**src/rtl/sidebar_text_writer_if.sv**
```systemverilog
// Sidebar character RAM write port: valid/ready write bus from the text writer to the RAM/arbiter.
interface sidebar_text_writer_if #(
  parameter int unsigned ADDR_W = 12
);
  logic              wr_en;
  logic [ADDR_W-1:0] wr_addr;
  logic [7:0]        wr_data;
  logic              wr_ready;

  modport master (output wr_en, wr_addr, wr_data, input wr_ready);
  modport slave  (input wr_en, wr_addr, wr_data, output wr_ready);
endinterface

```
**src/rtl/sidebar_text_writer.sv**
```systemverilog
// Converts game state into ASCII and writes it into the sidebar character RAM, one shared double-dabble converter.
// Optional build macro SIDEBAR_LEADING_BLANK_EN: leading zeros of numeric fields are written as spaces.
module sidebar_text_writer #(
  parameter int unsigned ADDR_W = 12
) (
  input  logic                  clk,
  input  logic                  clrn,
  input  logic [23:0]           username,
  input  logic [3:0]            life,
  input  logic [9:0]            score,
  input  logic [9:0]            target,
  input  logic [9:0]            speed,
  input  logic                  mode,
  input  logic                  force_refresh,
  sidebar_text_writer_if.master wr,
  output logic                  busy,
  output logic                  done
);

  typedef enum logic [2:0] {S_IDLE, S_SNAP, S_CONV, S_WRITE, S_LIFE, S_USER, S_DONE} state_t;

  state_t            r_state, w_state_nxt;
  logic [1:0]        r_field, w_field_nxt;
  logic [1:0]        r_idx, w_idx_nxt;
  logic [3:0]        r_cnt, w_cnt_nxt;
  logic [9:0]        r_bin, w_bin_nxt, w_load_src;
  logic [11:0]       r_bcd, w_bcd_nxt;
  logic [21:0]       w_step;
  logic [23:0]       r_username;
  logic [3:0]        r_life;
  logic [9:0]        r_score, r_target, r_speed;
  logic              r_mode, r_dirty;
  logic              r_wr_en, w_wr_en_nxt;
  logic [ADDR_W-1:0] r_wr_addr, w_wr_addr_nxt;
  logic [7:0]        r_wr_data, w_wr_data_nxt;
  logic              r_busy, r_done;
  logic              w_acc, w_diff;
  logic [3:0]        w_h, w_t, w_o;

  function automatic logic [9:0] sat999(input logic [9:0] v);
    return (v > 10'd999) ? 10'd999 : v;
  endfunction

  // One double-dabble iteration: add-3 adjust every BCD digit, then shift {bcd, bin} left.
  function automatic logic [21:0] dd_step(input logic [11:0] bcd, input logic [9:0] bin);
    logic [11:0] adj;
    for (int d = 0; d < 3; d++) begin
      adj[d*4 +: 4] = (bcd[d*4 +: 4] >= 4'd5) ? bcd[d*4 +: 4] + 4'd3 : bcd[d*4 +: 4];
    end
    return {adj, bin} << 1;
  endfunction

  assign w_acc  = r_wr_en & wr.wr_ready;
  assign w_diff = ({username, life, score, target, speed, mode} !=
                   {r_username, r_life, r_score, r_target, r_speed, r_mode});
  assign w_step = dd_step(r_bcd, r_bin);

  always_ff @(posedge clk or negedge clrn) begin
    if (!clrn) begin
      r_state <= S_IDLE;
      r_field <= 2'd0;
      r_idx   <= 2'd0;
      r_cnt   <= 4'd0;
    end else begin
      r_state <= w_state_nxt;
      r_field <= w_field_nxt;
      r_idx   <= w_idx_nxt;
      r_cnt   <= w_cnt_nxt;
    end
  end

  always_comb begin
    w_state_nxt = r_state;
    w_field_nxt = r_field;
    w_idx_nxt   = r_idx;
    w_cnt_nxt   = r_cnt;
    case (r_state)
      S_IDLE: if (r_dirty) w_state_nxt = S_SNAP;
      S_SNAP: begin
        w_state_nxt = S_CONV;
        w_field_nxt = 2'd0;
        w_cnt_nxt   = 4'd0;
      end
      S_CONV: begin
        if (r_cnt == 4'd9) begin
          w_state_nxt = S_WRITE;
          w_idx_nxt   = 2'd0;
        end else begin
          w_cnt_nxt = r_cnt + 4'd1;
        end
      end
      S_WRITE: begin
        if (w_acc) begin
          if (r_idx != 2'd2) begin
            w_idx_nxt = r_idx + 2'd1;
          end else if (r_field == 2'd2) begin
            w_state_nxt = S_LIFE;
          end else begin
            w_state_nxt = S_CONV;
            w_field_nxt = r_field + 2'd1;
            w_cnt_nxt   = 4'd0;
          end
        end
      end
      S_LIFE: begin
        if (w_acc) begin
          w_state_nxt = S_USER;
          w_idx_nxt   = 2'd0;
        end
      end
      S_USER: begin
        if (w_acc) begin
          if (r_idx == 2'd2) w_state_nxt = S_DONE;
          else               w_idx_nxt   = r_idx + 2'd1;
        end
      end
      default: w_state_nxt = S_IDLE;
    endcase
  end

  // Converter load on CONV entry; SNAP loads score from the live input being captured this cycle.
  always_comb begin
    w_load_src = r_speed;
    if (r_state == S_SNAP)      w_load_src = score;
    else if (w_field_nxt == 2'd1) w_load_src = r_target;
    w_bcd_nxt = r_bcd;
    w_bin_nxt = r_bin;
    if (r_state == S_CONV) {w_bcd_nxt, w_bin_nxt} = w_step;
    if ((w_state_nxt == S_CONV) && (r_state != S_CONV)) begin
      w_bcd_nxt = 12'd0;
      w_bin_nxt = sat999(w_load_src);
    end
  end

  assign w_h = w_bcd_nxt[11:8];
  assign w_t = w_bcd_nxt[7:4];
  assign w_o = w_bcd_nxt[3:0];

  // Outputs are precomputed from the next state so the registered bus lines up with the state.
  always_comb begin
    w_wr_en_nxt   = 1'b0;
    w_wr_addr_nxt = r_wr_addr;
    w_wr_data_nxt = r_wr_data;
    case (w_state_nxt)
      S_WRITE: begin
        w_wr_en_nxt = 1'b1;
        case (w_field_nxt)
          2'd0:    w_wr_addr_nxt = ADDR_W'(12'h199) + ADDR_W'(w_idx_nxt);
          2'd1:    w_wr_addr_nxt = ADDR_W'(12'h211) + ADDR_W'(w_idx_nxt);
          default: w_wr_addr_nxt = ADDR_W'(12'h238) + ADDR_W'(w_idx_nxt);
        endcase
`ifdef SIDEBAR_LEADING_BLANK_EN
        case (w_idx_nxt)
          2'd0:    w_wr_data_nxt = (w_h == 4'd0) ? 8'h20 : {4'h3, w_h};
          2'd1:    w_wr_data_nxt = ((w_h == 4'd0) && (w_t == 4'd0)) ? 8'h20 : {4'h3, w_t};
          default: w_wr_data_nxt = {4'h3, w_o};
        endcase
`else
        case (w_idx_nxt)
          2'd0:    w_wr_data_nxt = {4'h3, w_h};
          2'd1:    w_wr_data_nxt = {4'h3, w_t};
          default: w_wr_data_nxt = {4'h3, w_o};
        endcase
`endif
      end
      S_LIFE: begin
        w_wr_en_nxt   = 1'b1;
        w_wr_addr_nxt = ADDR_W'(12'h138);
        if (!r_mode)               w_wr_data_nxt = 8'h02;
        else if (r_life > 4'd9)    w_wr_data_nxt = 8'h39;
        else                       w_wr_data_nxt = {4'h3, r_life};
      end
      S_USER: begin
        w_wr_en_nxt   = 1'b1;
        w_wr_addr_nxt = ADDR_W'(12'h0E4) + ADDR_W'({w_idx_nxt, 1'b0});
        case (w_idx_nxt)
          2'd0:    w_wr_data_nxt = r_username[7:0];
          2'd1:    w_wr_data_nxt = r_username[15:8];
          default: w_wr_data_nxt = r_username[23:16];
        endcase
      end
      default: ;
    endcase
  end

  always_ff @(posedge clk or negedge clrn) begin
    if (!clrn) begin
      r_bcd      <= 12'd0;
      r_bin      <= 10'd0;
      r_username <= 24'd0;
      r_life     <= 4'd0;
      r_score    <= 10'd0;
      r_target   <= 10'd0;
      r_speed    <= 10'd0;
      r_mode     <= 1'b0;
      r_dirty    <= 1'b1;
      r_wr_en    <= 1'b0;
      r_wr_addr  <= '0;
      r_wr_data  <= 8'd0;
      r_busy     <= 1'b0;
      r_done     <= 1'b0;
    end else begin
      r_bcd     <= w_bcd_nxt;
      r_bin     <= w_bin_nxt;
      r_wr_en   <= w_wr_en_nxt;
      r_wr_addr <= w_wr_addr_nxt;
      r_wr_data <= w_wr_data_nxt;
      r_busy    <= (w_state_nxt != S_IDLE) && (w_state_nxt != S_DONE);
      r_done    <= (w_state_nxt == S_DONE);
      if (r_state == S_SNAP) begin
        r_username <= username;
        r_life     <= life;
        r_score    <= score;
        r_target   <= target;
        r_speed    <= speed;
        r_mode     <= mode;
        r_dirty    <= force_refresh;
      end else if (force_refresh || w_diff) begin
        r_dirty <= 1'b1;
      end
    end
  end

  assign wr.wr_en   = r_wr_en;
  assign wr.wr_addr = r_wr_addr;
  assign wr.wr_data = r_wr_data;
  assign busy       = r_busy;
  assign done       = r_done;

endmodule

```
**src/flat_wrapper.sv**
```systemverilog
// flat-port wrapper written by rule: the top's interface ports become plain ports
module sidebar_text_writer_flat 
#(
  parameter int unsigned ADDR_W = 12
)
  (clk, clrn, username, life, score, target, speed, mode, force_refresh, busy, done, wr_wr_en, wr_wr_addr, wr_wr_data, wr_wr_ready);
  sidebar_text_writer_if #(.ADDR_W(ADDR_W)) wr_i ();
  input  logic clk;
  input  logic clrn;
  input  logic [23:0] username;
  input  logic [3:0] life;
  input  logic [9:0] score;
  input  logic [9:0] target;
  input  logic [9:0] speed;
  input  logic mode;
  input  logic force_refresh;
  output logic busy;
  output logic done;
  output wire logic [$bits(wr_i.wr_en)-1:0] wr_wr_en;
  output wire logic [$bits(wr_i.wr_addr)-1:0] wr_wr_addr;
  output wire logic [$bits(wr_i.wr_data)-1:0] wr_wr_data;
  input wire logic [$bits(wr_i.wr_ready)-1:0] wr_wr_ready;
  assign wr_wr_en = wr_i.wr_en;
  assign wr_wr_addr = wr_i.wr_addr;
  assign wr_wr_data = wr_i.wr_data;
  assign wr_i.wr_ready = wr_wr_ready;
  sidebar_text_writer #(.ADDR_W(ADDR_W)) u_core (.clk(clk), .clrn(clrn), .username(username), .life(life), .score(score), .target(target), .speed(speed), .mode(mode), .force_refresh(force_refresh), .wr(wr_i), .busy(busy), .done(done));
endmodule
```
**config.mk**
```make
export PLATFORM = sky130hd
export DESIGN_NAME = sidebar_text_writer_flat
export DESIGN_NICKNAME = d
export VERILOG_FILES = /design/src/rtl/sidebar_text_writer_if.sv /design/src/rtl/sidebar_text_writer.sv /design/src/flat_wrapper.sv
export SDC_FILE = /design/constraint.sdc
export NUM_CORES = 1
export LEC_CHECK = 0
export BUFFER_PORTS_ARGS = -buffer_cell sky130_fd_sc_hd__buf_4
export CAP_MARGIN = 40
export CORE_AREA = 5 5 116 118
export DETAILED_ROUTE_END_ITERATION = 8
export DIE_AREA = 0 0 121 123
export GPL_TIMING_DRIVEN = 0
export PLACE_DENSITY = 0.78
export SLEW_MARGIN = 20
export SYNTH_ARGS = -nofsm -noshare
export SYNTH_HDL_FRONTEND = slang
export SYNTH_SLANG_ARGS = --single-unit
```
**constraint.sdc**
```tcl
create_clock -name clk -period 2.9 [get_ports clk]
set_input_delay 0.145 -clock clk [delete_from_list [all_inputs] [get_ports clk]]
set_output_delay 0.145 -clock clk [all_outputs]
set_load 0.1 [all_outputs]
```
==> impl_metrics.py, run 1 <==
metrics = {
    "run_status": {
        "status": "complete, but fails checks",
        "violations": "design-rule violations",
    },
    "critical_path": {
        "crit_slowest_cell": "dfrtp_1",
        "r2r_cells": 14,
        "arrival_ns": 3.14,
        "crit_buf_inv": 4,
        "startpoint": "u_core.r_state[1]",
        "path_cells": "buf_6 -> inv_1 -> ha_1 -> a21oi_1 -> nand2_1 -> a22o_1 -> inv_1 -> ha_2 -> nor2_4 -> clkbuf_8 -> nand3_1 -> nand2_1 -> a2111oi_2 -> a31oi_1",
        "cp-start-kind": "register",
        "worstPathMaxFanout": 10,
        "r2r_slack_ns": 0.05,
        "r2r_end": "u_core.wr.wr_data[0]",
        "criticalPathCategory": "reg2reg",
        "crit_family": "compound AO/OA/AOI/OAI gates",
        "reg2reg_from": "u_core.r_state[1]",
        "cp-end-kind": "register",
        "cp_num_cells": 14,
        "critPathMaxStageDelay_ns": 0.38,
        "critPathRequiredTime_ns": 3.19,
        "setup.worst_path.end": "u_core.wr.wr_data[0]",
    },
    "synth": {
        "async_reset_ff_frac": 1.00,
        "synth_ff_type": "dfrtp_1",
        "ys_seq_area_frac": 0.446,
        "synth_edf_count": 0,
        "syn_inst": 751,
        "avgSynthCellArea_um2": 8.53,
        "ys_seq_elements": 114,
        "ys.warnings.count": 0,
        "yosysUniqueCellTypes": 58,
        "synth_area_um2": 6400,
    },
    "final_layout": {
        "drive_above_1_share": 0.174,
        "seqCellArea_um2": 2860,
        "layout_commonest_cell": "nand2_1",
        "layout.cells.non_filler": 1098,
        "nets": 995,
        "final_cell_mix": "nand2_1, dfrtp_1, buf_4",
        "multi_input_area_um2": 3340,
        "fillers": 919,
        "area_growth_pct": 33.9,
    },
    "run": {
        "cap_violations": 0,
    },
    "die": {
        "rows": 41,
        "die_area_um2": 14900,
        "die_width_um": 121,
        "initial_core_util": 0.518,
        "core_area_um2": 12400,
        "die_y_um": 123,
        "io_pins": 86,
    },
    "global_routing": {
        "grt_pass1_vias": 6126,
        "track_usage": 0.283,
        "grt_max_degree": 73,
        "antenna_found_initial": 0,
        "grt_pass1_wl_um": 32200,
        "gr-total-overflow": 0,
    },
    "placed_design": {
        "gp_congestion": 0.910,
        "placedCellCount": 1008,
        "hpwl_um": 14100,
        "port_buffers": 83,
        "place_ws_ns": -0.709,
    },
    "sta": {
        "max_slew_margin": 0.532,
        "worst_slew_pin_slew_ns": 0.702,
        "setup_ws_ns": 0.0480,
        "maxClockFrequency_mhz": 351,
        "period_share": 0.983,
        "skew_ns": 0.00708,
        "drv_slew": 0,
        "period_minus_slack_ns": 2.85,
        "rsz0062_at_grt": "yes",
        "setup_violations": 0,
        "hold_violations": 0,
    },
    "routing": {
        "routed-via-count": 6298,
        "avgRoutedWirePerCell_um": 18.6,
        "ant_nets": 0,
        "viasPerCell": 5.74,
        "totalWireLength_um": 20400,
        "drt-initial-drc-count": 703,
        "drc_errors": 2,
        "first_pass_iters": 7,
    },
    "cts": {
        "path_clk_slew_ns": 0.05,
        "cts_inserted_buffers": 17,
        "clk_root_buffer_cell": "clkbuf_16",
        "ctsLongestPathBuffers": 2,
        "cts_sinks": 114,
        "htree_levels": 4,
        "clock_latency_ns": 0.43,
        "cts_tree": "yes",
    },
    "power_and_ir_drop": {
        "power_mw": 9.26,
        "peakVddDrop_v": 0.000549,
        "p_per_area_nw_per_um2": 1080,
        "power.leakage_nw": 4.03,
    },
    "hold_path": {
        "holdCritPathClass": "in2reg",
    },
}
==> flip-flops by register name, summed over array words and instances (netlist names) <==
signal and flops:
u_core.busy 1, u_core.done 1, u_core.r_bcd 12, u_core.r_bin 10, u_core.r_cnt 4, u_core.r_dirty 1, u_core.r_field 2, u_core.r_idx 2
u_core.r_life 4, u_core.r_mode 1, u_core.r_score 10, u_core.r_speed 10, u_core.r_state 3, u_core.r_target 10, u_core.r_username 24, u_core.wr.wr_addr 10
u_core.wr.wr_data 8, u_core.wr.wr_en 1
==> cell usage after synthesis (all sizes together), types with 5 or more instances <==
cell type | instances | area, um2
and3 | 5 | 31.3
nand4 | 13 | 81.3
a22oi | 11 | 82.6
a31oi | 8 | 50.1
nand3 | 15 | 75.1
nor4 | 8 | 50.1
clkbuf | 25 | 93.8
nor3 | 9 | 45.0
a21oi | 35 | 179
o22ai | 11 | 68.8
a221oi | 8 | 76.3
nor2 | 40 | 150
a22o | 10 | 87.6
ha | 19 | 238
xnor2 | 27 | 236
nand2b | 7 | 43.8
o21ai | 54 | 270
inv | 35 | 131
nand2 | 195 | 732
dfrtp | 113 | 2830
and2 | 5 | 31.3
xor2 | 25 | 219
buf | 13 | 83.8
nor2b | 5 | 31.3
==> kinds of logic (layout without fill, tap and decap cells) <==
kind of cell / count (synthesis) / count (layout) / synth area share
and+or+nand+nor: 311 / 311 / 0.209
AOI/OAI and AO/OA: 176 / 176 / 0.180
DFF: 114 / 114 / 0.446
buffers and inverters: 73 / 246 / 0.0483
xor gates and xnor gates: 52 / 52 / 0.0711
adders and majority gates: 19 / 19 / 0.0371
muxes: 5 / 5 / 0.00821
other: 1 / 3 / 0.000586
==> what timing repair did <==
action | CTS | global route
hold buffers | 53 | 0
endpoints found under the hold margin | 94 | 0
buffers inserted | 2 | 3
resized for setup | 15 | 19
endpoints found under the setup margin | 9 | 27
pin swaps | 2 | 2
==> worst min-delay path, cell delays in order <==
cell and delay (ns):
buf_4 0.11, nand2_1 0.07, nand2_1 0.08
==> through the flow <==
step                      TNS [ns]  instance area, um2  hold slack [ns]   util
after detailed placement     -4.38                7280           0.0974  0.589
after CTS                        0                8480          0.00317  0.686
after global routing       -0.0799                8570           0.0116  0.693
final                            0                8570           0.0121  0.693
after floorplan                  0                6410           -0.151      -
after global placement       -3.49                7250            0.353  0.586
==> power by group <==
part | switching [mW] | total (mW) | internal [mW]
clock | 0.748 | 2.14 | 1.40
combinational | 2.77 | 4.27 | 1.50
sequential | 0.617 | 2.85 | 2.23
total | 4.13 | 9.26 | 5.13
==> per-layer routing <==
metal  routed length (um)  global-route usage  share of wire  up-vias
met1                 8060               0.355           0.39     3006
met5                    0                   0              0        -
met3                 1680              0.0704          0.082       53
li1                     -                   -              -     2911
met4                  662               0.116          0.032        0
met2                10000               0.471           0.49      328
==> how the worst min path moves through the flow <==
stage                startpoint               endpoint  slack (ns)  depth (start not counted)
finish                 score[9]      u_core.r_score[9]        0.01                          3
detailed placement         clrn  u_core.r_username[14]         0.1                          1
global placement    username[2]   u_core.r_username[2]        0.35                          3
global route           score[9]      u_core.r_score[9]        0.01                          3
CTS                    score[9]      u_core.r_score[9]       0.003                          3
floorplan                  clrn            u_core.busy       -0.15                          0
==> layout make-up <==
cell class,count,area share
antenna,1,0.000292
buffer,38,0.0228
clock buffer,24,0.0597
clock inverter,7,0.0114
inverter,35,0.0153
multi-input combinational,565,0.390
sequential,114,0.333
tap,172,0.0251
timing repair buffer,142,0.143
Power figures use the tool's default switching activity.
==> inputs of run 2 (changes only) <==
CORE_AREA = 5 5 129 107   (was 5 5 116 118)
DIE_AREA = 0 0 134 112   (was 0 0 121 123)
PLACE_DENSITY = 0.77   (was 0.78)
==> impl_metrics.py, run 2 (same netlist as run 1, synthesis figures left out) <==
metrics = {
    "placed_design": {
        "hpwl_um": 14300,
        "placedCellCount": 992,
        "port_buffers": 83,
        "gp_congestion": 0.966,
    },
    "sta": {
        "hold_violations": 0,
        "drv_slew": 0,
        "worst_slew_pin_slew_ns": 0.763,
        "setup_violations": 0,
        "fin_setup_tns_ns": 0,
        "max_slew_margin": 0.487,
        "period_minus_slack_ns": 2.79,
        "hold_ws_ns": 0.0130,
        "rsz0062_at_grt": "no",
        "skew_ns": 0.00846,
        "maxClockFrequency_mhz": 358,
        "period_share": 0.963,
    },
    "routing": {
        "totalWireLength_um": 20900,
        "drc_errors": 0,
        "avgRoutedWirePerCell_um": 19.5,
        "routed-via-count": 6357,
        "drt-initial-drc-count": 708,
        "viasPerCell": 5.91,
        "first_pass_iters": 5,
        "ant_nets": 0,
    },
    "cts": {
        "clk_root_buffer_cell": "clkbuf_16",
        "cts_sinks": 114,
        "htree_levels": 4,
        "cts_tree": "yes",
        "clock_latency_ns": 0.42,
        "path_clk_slew_ns": 0.06,
        "cts_inserted_buffers": 17,
        "ctsLongestPathBuffers": 2,
    },
    "hold_path": {
        "min_from": "speed[8]",
        "whs_path_depth": 3,
        "holdCritPathClass": "in2reg",
        "holdPathEnd": "u_core.r_speed[8]",
    },
    "run_status": {
        "status": "finished, final reports clean",
    },
    "final_layout": {
        "layout.cells.non_filler": 1076,
        "largest_register": "u_core.r_username",
        "fillers": 935,
        "multi_input_area_um2": 3320,
        "nets": 989,
        "largest_reg_flops": 24,
        "top_regs": "u_core.r_username (24), u_core.r_bcd (12)",
        "drive_above_1_share": 0.170,
        "seqCellArea_um2": 2860,
        "layout_commonest_cell": "nand2_1",
        "area_growth_pct": 32.0,
        "final_cell_mix": "nand2_1, dfrtp_1, buf_4",
    },
    "global_routing": {
        "antenna_found_initial": 1,
        "grt_pass1_vias": 6211,
        "gr-total-overflow": 0,
        "grt_max_degree": 63,
        "track_usage": 0.285,
        "grt_pass1_wl_um": 33300,
    },
    "critical_path": {
        "cp-end-kind": "register",
        "r2r_slack_ns": 0.11,
        "r2r_end": "u_core.wr.wr_data[1]",
        "critPathRequiredTime_ns": 3.19,
        "r2r_cells": 13,
        "reg2reg_from": "u_core.r_state[1]",
        "criticalPathCategory": "reg2reg",
        "cp-start-kind": "register",
        "worstPathMaxFanout": 10,
        "arrival_ns": 3.08,
    },
    "die": {
        "die_y_um": 112,
        "io_pins": 86,
        "initial_core_util": 0.514,
        "core_area_um2": 12500,
        "rows": 37,
        "die_area_um2": 15000,
        "die_width_um": 134,
    },
    "power_and_ir_drop": {
        "peakVddDrop_v": 0.000610,
        "power.leakage_nw": 3.98,
        "p_per_area_nw_per_um2": 1080,
        "power_mw": 9.12,
    },
    "run": {
        "cap_violations": 0,
    },
}
run 2: changes by cell type in the layout (fill, tap and decap cells not counted), sizes merged:
cell,previous run,this run
clkinv,3,4
dlygate4sd3,53,52
clkinvlp,2,5
buf,104,102
bufinv,2,1
inv,35,37
clkbuf,47,39
run 2: how the worst max path moves through the flow:
stage | from | to | depth (start not counted)
6_report | u_core.r_state[1] | u_core.wr.wr_data[1] | 13
5_1_grt | u_core.r_state[1] | u_core.wr.wr_data[2] | 14
4_1_cts | u_core.r_state[1] | u_core.wr.wr_data[1] | 13
3_5_place_dp | u_core.r_state[1] | u_core.wr.wr_data[0] | 13
3_3_place_gp | u_core.r_state[1] | u_core.wr.wr_data[0] | 14
2_1_floorplan | u_core.wr.wr_en | u_core.wr.wr_data[3] | 12
run 2: layer usage:
metal  wire [um]  track usage  vias to the layer above  part of all wire
met5           0            0                        -                 0
met2        9520        0.441                      372              0.45
li1            -            -                     2895                 -
met1        8660        0.377                     3033              0.41
met4         667        0.112                        0             0.032
met3        2090       0.0881                       57              0.10
run 2: final cells by class:
type	count	share of cell area
buffer	36	0.0228
timing repair buffer	138	0.141
inverter	35	0.0155
tap	156	0.0231
clock inverter	12	0.0129
sequential	114	0.338
antenna	1	0.000296
multi-input combinational	565	0.393
clock buffer	19	0.0536
run 2: report_power, final:
group          internal (mW)  leakage [nW]  total, mW  switching (mW)
combinational           1.49          2.29       4.27            2.78
clock                   1.22         0.264       2.00           0.782
sequential              2.23          1.42       2.85           0.624
run 2: stage by stage:
step / setup slack [ns] / utilization / area, um2
3_3_place_gp: -0.488 / 0.580 / 7230
2_1_floorplan: 0.0791 / - / 6410
4_1_cts: 0.0279 / 0.674 / 8390
3_5_place_dp: -0.486 / 0.583 / 7260
5_1_grt: 0.00341 / 0.679 / 8450
6_report: 0.109 / 0.679 / 8450
run 2: what timing repair did:
item / in CTS / in global routing
hold buffers: 52 / 0
setup endpoints to repair: 11 / 25
hold endpoints to repair: 112 / 0
buffers inserted: 1 / 1
gates resized for setup: 15 / 20
pin swaps: 1 / 1
run 2: worst max-delay path, stage by stage (launching register included):
cell      delay [ns]
dfrtp_1         0.38
buf_6           0.15
inv_1           0.06
ha_1            0.32
a21oi_1         0.14
nand2_1         0.12
a22oi_2         0.33
inv_2           0.11
ha_4            0.21
buf_4           0.20
a22oi_2         0.15
nand2_1         0.08
a211oi_2        0.28
o22ai_1         0.12
